[config.mk]
export PLATFORM = sky130hd
export DESIGN_NAME = fetch_queue
export DESIGN_NICKNAME = d
export VERILOG_FILES = /design/src/rtl/fetch_queue.sv
export SDC_FILE = /design/constraint.sdc
export NUM_CORES = 1
export LEC_CHECK = 0
export CORE_UTILIZATION = 50
export CTS_CLUSTER_SIZE = 10
export DETAILED_ROUTE_END_ITERATION = 10
export PLACE_DENSITY_LB_ADDON = 0.08
export SETUP_SLACK_MARGIN = 0.02
export SYNTH_ARGS = -nofsm -noshare
export SYNTH_HDL_FRONTEND = slang
export SYNTH_SLANG_ARGS = --single-unit
[constraint.sdc]
create_clock -name clk -period 4.25 [get_ports clk]
set_clock_uncertainty 0.15 [all_clocks]
set_input_delay 1.275 -clock clk [delete_from_list [all_inputs] [get_ports clk]]
set_output_delay 1.275 -clock clk [all_outputs]
set_load 0.05 [all_outputs]
[src/rtl/fetch_queue.sv]
// Fetch-to-decode instruction queue: DEPTH-entry circular buffer of {pc, instr, exc}
// with valid/ready on both sides, single-cycle flush and input blocking after a faulting fetch.
`ifndef EXC_CODE_LEN
`define EXC_CODE_LEN 5
`endif

module fetch_queue #(
  parameter int DEPTH = 4,
  parameter int PTR_W = $clog2(DEPTH)
) (
  input  logic                     clk,
  input  logic                     reset,
  input  logic                     in_valid,
  output logic                     in_ready,
  input  logic [31:0]              in_pc,
  input  logic [31:0]              in_instr,
  input  logic [`EXC_CODE_LEN-1:0] in_exc,
  output logic                     out_valid,
  input  logic                     out_ready,
  output logic [31:0]              out_pc,
  output logic [31:0]              out_instr,
  output logic [`EXC_CODE_LEN-1:0] out_exc,
  input  logic                     flush,
  output logic [PTR_W:0]           count
);

  typedef struct packed {
    logic [31:0]              pc;
    logic [31:0]              instr;
    logic [`EXC_CODE_LEN-1:0] exc;
  } entry_t;

  localparam logic [PTR_W:0] FULL_CNT = (PTR_W+1)'(DEPTH);

  entry_t           mem [DEPTH];
  entry_t           head;
  logic [PTR_W-1:0] rd_ptr;
  logic [PTR_W-1:0] wr_ptr;
  logic [PTR_W:0]   count_q;
  logic             blocked;
  logic             push;
  logic             pop;

  // in_ready deliberately ignores out_ready: a full queue never accepts, even while popping.
  assign in_ready  = (count_q < FULL_CNT) && !blocked && !flush;
  assign out_valid = (count_q != '0);
  assign push      = in_valid && in_ready;
  assign pop       = out_valid && out_ready && !flush;
  assign count     = count_q;
  assign head      = mem[rd_ptr];

  // Empty queue presents a nop bubble; faulting heads never expose their instruction word.
  always_comb begin
    out_pc    = '0;
    out_instr = '0;
    out_exc   = '0;
    if (out_valid) begin
      out_pc  = head.pc;
      out_exc = head.exc;
      if (head.exc == '0) begin
        out_instr = head.instr;
      end
    end
  end

  always_ff @(posedge clk) begin
    if (push) begin
      mem[wr_ptr] <= '{pc: in_pc, instr: in_instr, exc: in_exc};
    end
  end

  always_ff @(posedge clk or negedge reset) begin
    if (!reset) begin
      rd_ptr  <= '0;
      wr_ptr  <= '0;
      count_q <= '0;
      blocked <= 1'b0;
    end else if (flush) begin
      rd_ptr  <= '0;
      wr_ptr  <= '0;
      count_q <= '0;
      blocked <= 1'b0;
    end else begin
      if (push) begin
        wr_ptr <= wr_ptr + PTR_W'(1);
        if (in_exc != '0) begin
          blocked <= 1'b1;
        end
      end
      if (pop) begin
        rd_ptr <= rd_ptr + PTR_W'(1);
      end
      case ({push, pop})
        2'b10:   count_q <= count_q + (PTR_W+1)'(1);
        2'b01:   count_q <= count_q - (PTR_W+1)'(1);
        default: count_q <= count_q;
      endcase
    end
  end

  // Occupancy invariants; at full the low count bits are zero and the pointers coincide.
  always_ff @(posedge clk) begin
    if (reset) begin
      assert (count_q <= FULL_CNT)
        else $error("fetch_queue count %0d exceeds depth", count_q);
      assert (count_q[PTR_W-1:0] == PTR_W'(wr_ptr - rd_ptr))
        else $error("fetch_queue count %0d inconsistent with pointers", count_q);
    end
  end

endmodule

==> run metrics <==
post-DR wirelength/cell 21.2 microns; Final Total Pwr 0.00883 W; post-DP HPWL 12200 microns; arrival time at the worst endpoint 2.95 ns; CTS root buf clkbuf_16; global-route wire length before repair 31300 microns; Hold Crit Class flip-flop to flip-flop; Sw Pwr 0.00284 W; Seq/Total Area, Yosys 76.1%; largest net degree at the start of global routing 59; complex-gate fraction of the synthesized area 0.314%; reg-to-reg slack, setup 1.77 ns; Finish-stage setup viols 31; post-synthesis xor/xnor area fraction 0.236%; Core Util, Final 66.1%; pwr dens 612 mW/mm^2; Post-Route WL 20500 microns; Crit-path slowest cell or4_4; Slew Viols, Final 0; Hold Violations, Final 0; antenna diode instance count 0; sequential group share of total power 37.9%; Cells after Synth 492; hold path depth 2; Top-Level Pins 148; initial antenna violation count 0; Die Y 151 microns; CP Capture Point out_instr[28]; largest family of logic cells by synthesized area multiplexers; # fillers 1429; maximum VDD drop 405 uV; Pleak 4.79 nW; number of placement rows 54; # DRC 0; routed vias 5310; Max Cap Violations 0; final critical-path setup slack -0.125 ns; IO buf count 147; Sink Count 284; Critical Path Max Stage Delay 0.55 ns; RR Endpoint count[2]; global route overflow 0; worst r2r src count[0]; Max Fanout on Critical Path 12; minimum clock period 4.38 ns; DIE WIDTH 151 microns; syn avg cell area 22.7 sq um; Post-synth top flop edfxtp_1; Setup CP Type flip-flop to output port; Initial Utilization 51.1%; Placer Congestion 0.761; Comb power frac 33.1%; vias in the first global route 5712; H-tree depth 2; switching part of the total 32.1%; Synth Area in Simple Gates 7.15%; RSZ-0062 raised after global routing true; worst path cell trace mux4_2 > or4_4 > or3_4 > buf_16 > nor2b_4 > buf_12; Area Growth Syn to Fin 29.3%; worst slack, placed 0.172 ns; Critical Path Start Type flip-flop; synthesis warning total 0; outcome complete, but fails checks; most frequent cells in the layout edfxtp_1, clkdlybuf4s50_1, mux4_2; CTS tree built; post-synth net total 571; area occupied by registers 0.00850 sq mm; Worst setup EP type output port; total core area 0.0218 sq mm; Adder-Cell Fraction of Synth Area 0.628%; data required time of the worst path 2.82 ns; fraction of registers with async set/reset 2.82%; Tcrit/Tclk final 103%; Skew-Pair Late Insertion Delay 0.49 ns; failing checks setup timing; mux contribution to synthesized area 14.0%; CTS buffer count 34; drt initial violations 231; drt pass-1 iters 4; Reg clk slew, reported paths 0.05 ns; Pint 0.00599 W; reg2reg path depth 6; Tot GR Track Use 18.8%; Die ar. 0.0229 sq mm; area of the multi-input gates 0.00254 sq mm; synthesized cell area 0.0112 sq mm; Post-DRT Antenna Nets 0; Worst slew margin 46.7%; DR vias/cell 5.50; layout cell share with drive strength beyond 1 34.3%; clock share of power 29.0%; Clock Tree Buf Depth 3; Post-CTS Hold Fix Bufs 0; Post-synth EDFFs 276; Yosys cell types 30; fmax 0.229 GHz; crit path launch rd_ptr[0]; Post-layout nets 749; #FFs+latches synth 284; commonest non-fill, non-tap cell in the layout edfxtp_1; Worst Tran Pin Value 0.793 ns
==> worst max-delay path, delay by kind of cell (launching register included) <==
kind	cells	cell delay (ns)
and+or+nand+nor	3	1.12
muxes	1	0.52
DFF	1	0.46
buffers and inverters	2	0.34
==> flip-flops by register name, indices dropped and copies added, names as in the netlist <==
name and count:
wr_ptr 2, mem 276, blocked 1, rd_ptr 2, count 3
==> power groups by stage <==
stage	Combinational [W]	Clock, W	Sequential (W)
floorplan	0.00198	0	0.00342
global placement	0.00291	0	0.00339
detailed placement	0.00291	0	0.00341
CTS	0.00297	0.00262	0.00335
global route	0.00309	0.00271	0.00337
finish	0.00292	0.00256	0.00335
==> cells by family after synthesis <==
kind of cell | after synthesis
AO/OA/AOI/OAI | 5
XOR/XNOR | 3
adder cells (fa/ha/maj) | 5
buffers and inverters | 29
flip-flops | 284
multiplexers | 70
AND/OR/NAND/NOR | 96
==> per-stage QoR <==
step	area (sq um)	setup TNS, ns	hold slack, ns	instances
2_1_floorplan	11200	0	0.336	492
3_3_place_gp	13300	0	0.378	910
3_5_place_dp	13300	0	0.398	910
4_1_cts	14400	-4.32	0.407	965
5_1_grt	14400	-5.65	0.425	965
6_report	14400	-3.04	0.395	965
==> synth_stat cells, types with 2 or more instances <==
cell,instances,area [sq um]
dfrtp_1,8,200
mux4_2,69,1550
nor2_1,6,22.5
o31ai_1,2,15.0
nand2_1,2,7.51
inv_1,4,15.0
buf_1,4,15.0
nor4b_1,2,17.5
buf_2,4,20.0
xor2_1,2,17.5
edfxtp_1,276,8290
and2_1,42,263
nor2b_4,29,399
buf_12,3,60.1
nor3_1,9,45.0
clkbuf_1,13,48.8
ha_1,4,50.1
==> repair_timing <==
item                       in CTS  in global routing
setup buffers                   3                  0
hold endpoints to repair        0                  0
setup endpoints to repair      32                 35
pin swaps                       1                  0
gates cloned                    1                  0
resized for setup              11                  1
==> cell type report <==
class / instances / area share [%]
Timing Repair Buffer: 167 / 14.0
Inverter: 4 / 0.104
Clock buffer: 51 / 6.86
Tap cell: 280 / 2.43
Sequential cell: 284 / 58.9
Multi-Input combinational cell: 179 / 17.7
==> how the worst min path moves through the flow <==
stage	slack (ns)	endpoint	start
floorplan	0.34	blocked	blocked
global placement	0.38	blocked	blocked
detailed placement	0.40	blocked	blocked
CTS	0.41	blocked	blocked
global route	0.42	blocked	blocked
finish	0.39	blocked	blocked
==> routing by layer <==
layer	up-vias	track usage, %	share of wire (%)
li1	2354	-	-
met1	2781	23.7	41
met2	151	32.0	51
met3	24	5.33	6.4
met4	0	5.05	1.4
met5	-	0	0
(Power assumes the default switching activity.)
